<file path="config.mk">
export PLATFORM = sky130hd
export DESIGN_NAME = instruction_fetch_queue
export DESIGN_NICKNAME = d
export VERILOG_FILES = /design/src/rtl/fetch_pkg.sv /design/src/rtl/fetch_fifo.sv /design/src/rtl/instruction_fetch_queue.sv
export SDC_FILE = /design/constraint.sdc
export NUM_CORES = 1
export LEC_CHECK = 0
export CAP_MARGIN = 0
export CORE_UTILIZATION = 45
export CTS_BUF_LIST = sky130_fd_sc_hd__clkbuf_8 sky130_fd_sc_hd__clkbuf_16
export CTS_CLUSTER_DIAMETER = 150
export DETAILED_ROUTE_END_ITERATION = 6
export GPL_TIMING_DRIVEN = 0
export PLACE_DENSITY = 0.66
export SKIP_LAST_GASP = 1
export SYNTH_ARGS = -nofsm -noshare
export SYNTH_HDL_FRONTEND = slang
export SYNTH_SLANG_ARGS = --single-unit
</file>
<file path="constraint.sdc">
create_clock -name clk -period 3.8 [get_ports clk]
set_input_delay 0.76 -clock clk [delete_from_list [all_inputs] [get_ports clk]]
set_output_delay 0.76 -clock clk [all_outputs]
set_load 0.05 [all_outputs]
</file>
<file path="src/rtl/fetch_pkg.sv">
`default_nettype none
// ============================================================================
//  Module      : fetch_pkg
//  Description : Shared constants for the instruction fetch queue slice:
//                default datapath width, default reset PC, the canonical
//                RV32 NOP (addi x0,x0,0) and the sequential PC increment.
//  Revision    : 1.0  initial release
// ============================================================================
package fetch_pkg;

    localparam int          XLEN_DEFAULT     = 32;
    localparam logic [31:0] RESET_PC_DEFAULT = 32'h0000_0000;
    localparam logic [31:0] NOP_INSTR        = 32'h0000_0013;
    localparam int          PC_STEP          = 4;

endpackage
`default_nettype wire

</file>
<file path="src/rtl/fetch_fifo.sv">
`default_nettype none
// ============================================================================
//  Module      : fetch_fifo
//  Description : Synchronous prefetch FIFO, DEPTH x WIDTH, with flush.
//                Head entry is presented combinationally on popData.
//                Push and pop in the same cycle are allowed even when full.
//  Ports       : clk, rst (async, active-low)
//                push/pushData   - write an entry
//                pop/popData     - consume head entry / head entry value
//                flush           - discard all entries (wins over push/pop)
//                full/empty/count- occupancy status
//  Revision    : 1.0  initial release
// ============================================================================
module fetch_fifo #(
    parameter  int DEPTH = 4,
    parameter  int WIDTH = 64,
    localparam int CW    = $clog2(DEPTH + 1),
    localparam int AW    = $clog2(DEPTH)
) (
    input  logic             clk,
    input  logic             rst,
    input  logic             push,
    input  logic [WIDTH-1:0] pushData,
    input  logic             pop,
    output logic [WIDTH-1:0] popData,
    input  logic             flush,
    output logic             full,
    output logic             empty,
    output logic [CW-1:0]    count
);

    logic [WIDTH-1:0] r_mem [DEPTH];
    logic [AW-1:0]    r_wrPtr;
    logic [AW-1:0]    r_rdPtr;
    logic [CW-1:0]    r_count;
    logic             w_doPush;
    logic             w_doPop;

    assign full    = (r_count == CW'(DEPTH));
    assign empty   = (r_count == '0);
    assign count   = r_count;
    assign popData = r_mem[r_rdPtr];

    assign w_doPop  = pop && !empty;
    // A push into a full FIFO is only legal when the head leaves in the same cycle.
    assign w_doPush = push && (!full || w_doPop);

    always_ff @(posedge clk or negedge rst) begin
        if (!rst) begin
            r_wrPtr <= '0;
            r_rdPtr <= '0;
            r_count <= '0;
        end else if (flush) begin
            r_wrPtr <= '0;
            r_rdPtr <= '0;
            r_count <= '0;
        end else begin
            if (w_doPush) r_wrPtr <= r_wrPtr + AW'(1);
            if (w_doPop)  r_rdPtr <= r_rdPtr + AW'(1);
            r_count <= r_count + CW'(w_doPush) - CW'(w_doPop);
        end
    end

    // Storage carries no reset; validity is tracked by the pointers alone.
    always_ff @(posedge clk) begin
        if (w_doPush && !flush) r_mem[r_wrPtr] <= pushData;
    end

endmodule
`default_nettype wire

</file>
<file path="src/rtl/instruction_fetch_queue.sv">
`default_nettype none
// ============================================================================
//  Module      : instruction_fetch_queue
//  Description : IF stage for the 5-stage RV32 pipeline. Issues fetch
//                requests over a valid/ready interface, buffers returned
//                words in a prefetch FIFO and feeds decode via IF/ID regs.
//                Handles decode stall, EX redirect and stale-response discard.
//  Ports       : clk, rst (async, active-low)
//                PCSrcE, PCTargetE       - redirect from EX
//                StallD                  - hold IF/ID registers
//                ImemReqValid/Ready/Addr - request channel
//                ImemRspValid/Data       - in-order response channel
//                InstrD, PCD, PCPlus4D, ValidD - IF/ID outputs
//  Revision    : 1.0  initial release
// ============================================================================
module instruction_fetch_queue
    import fetch_pkg::*;
#(
    parameter int              XLEN     = XLEN_DEFAULT,
    parameter int              DEPTH    = 4,
    parameter logic [XLEN-1:0] RESET_PC = XLEN'(RESET_PC_DEFAULT)
) (
    input  logic            clk,
    input  logic            rst,
    input  logic            PCSrcE,
    input  logic [XLEN-1:0] PCTargetE,
    input  logic            StallD,
    output logic            ImemReqValid,
    input  logic            ImemReqReady,
    output logic [XLEN-1:0] ImemReqAddr,
    input  logic            ImemRspValid,
    input  logic [XLEN-1:0] ImemRspData,
    output logic [XLEN-1:0] InstrD,
    output logic [XLEN-1:0] PCD,
    output logic [XLEN-1:0] PCPlus4D,
    output logic            ValidD
);

    localparam int              CW     = $clog2(DEPTH + 1);
    localparam logic [XLEN-1:0] c_nop  = XLEN'(NOP_INSTR);
    localparam logic [XLEN-1:0] c_step = XLEN'(PC_STEP);

    logic [XLEN-1:0]   r_fetchPc;
    logic [XLEN-1:0]   r_rspPc;
    logic [CW-1:0]     r_outstanding;
    logic [CW-1:0]     r_discard;
    logic [XLEN-1:0]   r_instrD;
    logic [XLEN-1:0]   r_pcD;
    logic [XLEN-1:0]   r_pcPlus4D;
    logic              r_validD;

    logic [XLEN-1:0]   w_target;
    logic [CW:0]       w_used;
    logic              w_reqFire;
    logic              w_rspIn;
    logic              w_keep;
    logic              w_pop;
    logic              w_fifoFull;
    logic              w_fifoEmpty;
    logic [CW-1:0]     w_fifoCount;
    logic [2*XLEN-1:0] w_popEntry;
    logic [XLEN-1:0]   w_popInstr;
    logic [XLEN-1:0]   w_popPc;

    // Redirect targets are always word aligned.
    assign w_target = PCTargetE & ~XLEN'(3);

    // Credits cover both buffered words and words still in flight, so a
    // returning response always finds a free FIFO slot.
    assign w_used       = {1'b0, w_fifoCount} + {1'b0, r_outstanding};
    assign ImemReqValid = rst && !PCSrcE && !w_fifoFull && (w_used < (CW+1)'(DEPTH));
    assign ImemReqAddr  = r_fetchPc;
    assign w_reqFire    = ImemReqValid && ImemReqReady;

    // Guarded so a spurious response can never underflow the counter.
    assign w_rspIn = ImemRspValid && (r_outstanding != '0);
    assign w_keep  = ImemRspValid && !PCSrcE && (r_discard == '0);
    assign w_pop   = !PCSrcE && !StallD && !w_fifoEmpty;

    assign w_popInstr = w_popEntry[2*XLEN-1:XLEN];
    assign w_popPc    = w_popEntry[XLEN-1:0];

    fetch_fifo #(
        .DEPTH (DEPTH),
        .WIDTH (2*XLEN)
    ) u_fifo (
        .clk      (clk),
        .rst      (rst),
        .push     (w_keep),
        .pushData ({ImemRspData, r_rspPc}),
        .pop      (w_pop),
        .popData  (w_popEntry),
        .flush    (PCSrcE),
        .full     (w_fifoFull),
        .empty    (w_fifoEmpty),
        .count    (w_fifoCount)
    );

    // Fetch PC, response PC and the in-flight bookkeeping.
    always_ff @(posedge clk or negedge rst) begin
        if (!rst) begin
            r_fetchPc     <= RESET_PC;
            r_rspPc       <= RESET_PC;
            r_outstanding <= '0;
            r_discard     <= '0;
        end else begin
            if (PCSrcE) begin
                r_fetchPc <= w_target;
                r_rspPc   <= w_target;
            end else begin
                if (w_reqFire) r_fetchPc <= r_fetchPc + c_step;
                if (w_keep)    r_rspPc   <= r_rspPc + c_step;
            end

            if (w_reqFire && !w_rspIn)
                r_outstanding <= r_outstanding + CW'(1);
            else if (!w_reqFire && w_rspIn)
                r_outstanding <= r_outstanding - CW'(1);

            // Everything still in flight at a redirect is stale; a response
            // landing in the redirect cycle is already being dropped here.
            if (PCSrcE)
                r_discard <= w_rspIn ? r_outstanding - CW'(1) : r_outstanding;
            else if (ImemRspValid && (r_discard != '0))
                r_discard <= r_discard - CW'(1);
        end
    end

    // IF/ID registers; redirect squashes the slot even while decode stalls.
    always_ff @(posedge clk or negedge rst) begin
        if (!rst) begin
            r_instrD   <= c_nop;
            r_pcD      <= '0;
            r_pcPlus4D <= '0;
            r_validD   <= 1'b0;
        end else if (PCSrcE) begin
            r_instrD <= c_nop;
            r_validD <= 1'b0;
        end else if (!StallD) begin
            if (!w_fifoEmpty) begin
                r_instrD   <= w_popInstr;
                r_pcD      <= w_popPc;
                r_pcPlus4D <= w_popPc + c_step;
                r_validD   <= 1'b1;
            end else begin
                r_instrD <= c_nop;
                r_validD <= 1'b0;
            end
        end
    end

    assign InstrD   = r_instrD;
    assign PCD      = r_pcD;
    assign PCPlus4D = r_pcPlus4D;
    assign ValidD   = r_validD;

endmodule
`default_nettype wire

</file>
==> impl_metrics.yaml <==
layout:
  antenna_cells: 0
  layout_commonest_cell: "edfxtp_1"
  fill_cells: 3054
  final_cell_mix: "248 x edfxtp_1, 189 x clkdlybuf4s50_1, 167 x nand2_1, 163 x dfrtp_1, 56 x mux4_2"
  multiInputGateArea_sq_um: 5180
  seq_area_sq_um: 11600
  area_growth_syn_to_layout_pct: 23.9
  drive_above_1_share_pct: 13.8
  nets: 1477
  utilization_pct: 56.6
clock_tree:
  cts_tree: "done"
  root_buffer: "clkbuf_16"
  cts_buffer_depth: 3
  cts_setup_buffers: 0
  clk_latency_ns: 0.56
  cts.sinks: 414
  htreeDepth: 2
  clkTransAtPathRegs_ns: 0.06
  cts_buffers: 44
synth:
  yosysSeqAreaShare_pct: 67.7
  async_flop_share_pct: 40.1
  netlist.area_leader.share_pct: 43.4
  netlist-cell-type-count: 63
  synth_edf_count: 248
  syn_area_per_cell_sq_um: 15.0
  yosys-top-cells-area: "edfxtp_1 43%, dfrtp_1 24%, mux4_2 7.4%"
  synthCells: 1143
  ys_dominant_reg_cell: "edfxtp_1"
  yosysWarningCount: 0
  synth_top_area_cell: "edfxtp_1"
  ys_ff_latch: 414
  synth_area_sq_um: 17200
global_routing:
  grt_usage_pct: 20.5
  antenna_found_initial: 0
  grt_max_degree: 94
  globalRoute.totalOverflow: 0
  first_global_vias: 10524
  grt_pass1_wl_mm: 60.3
floorplan:
  io_pins: 200
  coreArea_sq_um: 37600
  rows: 71
  fp.dieW_microns: 197
  die-area_sq_um: 38900
  die_y_microns: 197
  initial_utilization_pct: 45.6
detailed_routing:
  via_per_inst: 5.30
  drt_iter0_markers: 621
  vias: 10254
  drc: 0
  routedWlPerCell_microns: 20.0
  first_pass_iters: 5
  detail-route-antenna-nets: 0
  routed_wl_mm: 38.7
sta:
  timing.final.ws_setup_ns: 0.174
  hold_viol_final: 0
  fin_crit_ns: 3.63
  slew_headroom_pct: 23.3
  fmax_ghz: 0.276
  setup_violations: 0
  finalClockSkew_ns: 0.0167
  tightest_slew_ns: 1.14
  finalCritPeriodShare_pct: 95.4
  slew_viol_final: 0
  rsz0062_at_grt: "true"
placed_design:
  dp_hpwl_mm: 26.7
  gp_congestion: 0.846
  io_buffers: 191
  place_ws_ns: -0.812
setup_path:
  critPathKind: "input pin to output port"
  slowest_stage: "or4b_1"
  reg2reg_to: "u_fifo.count[2]$_DFF_PN0_"
  cp.required_ns: 3.04
  critPathMaxStageDelay_ns: 0.53
  reg2reg_from: "u_fifo.count[1]$_DFF_PN0_"
  cp-end-kind: "output port"
  path_cells: "buf_12 > buf_16 > or4b_1 > nor4_4 > clkbuf_2"
  startpoint_type: "input pin"
  reg2reg_depth: 12
  crit_path_max_fanout: 93
  worstPathArrival_ns: 2.87
  ff2ff_setup_slack_ns: 0.46
  critPathLaunch: "rst"
pwr:
  power_density_nw_per_um2: 666
  leakage_nw: 7.90
  irDropWorstVdd_uv: 343
outcome:
  status: "completed"
min_path:
  holdCritPathClass: "input pin to async pin"
job:
  cap_violations: 0
## final cells by class
| class | count | area share (%) |
|---|---|---|
| plain buffers | 56 | 1.45 |
| clock buffers | 49 | 5.56 |
| well taps | 511 | 3.01 |
| repair buffers | 196 | 9.63 |
| multi-input cells | 654 | 24.4 |
| flip-flops and latches | 414 | 54.6 |
| clock inverters | 33 | 0.995 |
| inverters | 23 | 0.406 |
## worst max-delay path, delay by kind of cell
| kind | cells | cell delay, ns |
|---|---|---|
| and+or+nand+nor | 2 | 0.91 |
| buffers and inverters | 3 | 1.05 |
## worst max path at each step
| stage | slack, ns | cells past startpoint | end |
|---|---|---|---|
| floorplan | 0.30 | 3 | u_fifo.r_mem[1][10]$_DFFE_PP_ |
| global placement | -6.04 | 4 | ImemReqValid |
| detailed placement | -0.81 | 13 | u_fifo.count[2]$_DFF_PN0_ |
| CTS | -0.13 | 5 | ImemReqValid |
| global route | -0.06 | 5 | ImemReqValid |
| finish | 0.17 | 5 | ImemReqValid |
## per-layer routing
layer	vias up	GRT usage, %	routed length [microns]
met3	45	3.47	2150
met1	5160	28.4	17100
li1	4771	-	-
met2	278	33.9	18900
met4	0	5.02	551
met5	-	0	0
## repair_timing
| action | CTS | global route |
|---|---|---|
| setup endpoints to repair | 3 | 3 |
| endpoints found under the hold margin | 0 | 0 |
| pin swaps | 0 | 0 |
| resized for setup | 3 | 2 |
| hold buffers | 0 | 0 |
## stage by stage
stage	std cells	TNS (ns)	area [sq um]	power (W)	hold WS (ns)
after CTS	1937	-0.130	21300	0.0143	0.113
after floorplan	1148	0	17200	0.00871	0.464
after global placement	1850	-1496.12	19700	0.0101	0.460
after detailed placement	1855	-8.72	19900	0.0102	0.464
after global routing	1936	-0.0555	21300	0.0148	0.114
final	1936	0	21300	0.0141	0.101
## Yosys cell counts (all sizes together), types with 2 or more instances
cell / number
ha: 17
o22a: 3
a31oi: 6
inv: 23
o211ai: 3
or4: 2
nand3b: 2
and2: 12
nor3b: 3
nor4: 4
and3: 18
dfrtp: 163
xor2: 47
a22o: 29
nor2: 32
a211oi: 2
clkbuf: 33
o311ai: 7
a21oi: 17
mux2: 30
nand2: 170
o21ai: 48
and4: 7
edfxtp: 248
mux4: 62
or3: 3
buf: 24
nand4: 29
nor2b: 2
nand3: 36
dfstp: 3
xnor2: 33
nor3: 12
## state kept, by name, indices dropped and copies added, names as in the netlist, 3 cells and up
signal / count
u_fifo.r_mem: 248
InstrD: 32
ImemReqAddr: 30
r_discard: 3
r_rspPc: 30
PCD: 30
u_fifo.count: 3
r_outstanding: 3
PCPlus4D: 30
## cells by family after synthesis
family	synth area share (%)
AND/OR/NAND/NOR	9.64
AO/OA/AOI/OAI	4.63
flip-flops	67.7
XOR/XNOR	4.08
buffers and inverters	2.31
multiplexers	10.3
adder cells (fa/ha/maj)	1.36
other	0.0219
## report_power, final
group | switching (W) | internal, W
clock | 0.00172 | 0.00237
sequential | 0.000411 | 0.00534
combinational | 0.00272 | 0.00160
total | 0.00485 | 0.00930
No activity file was read; power rests on OpenSTA's default activity.
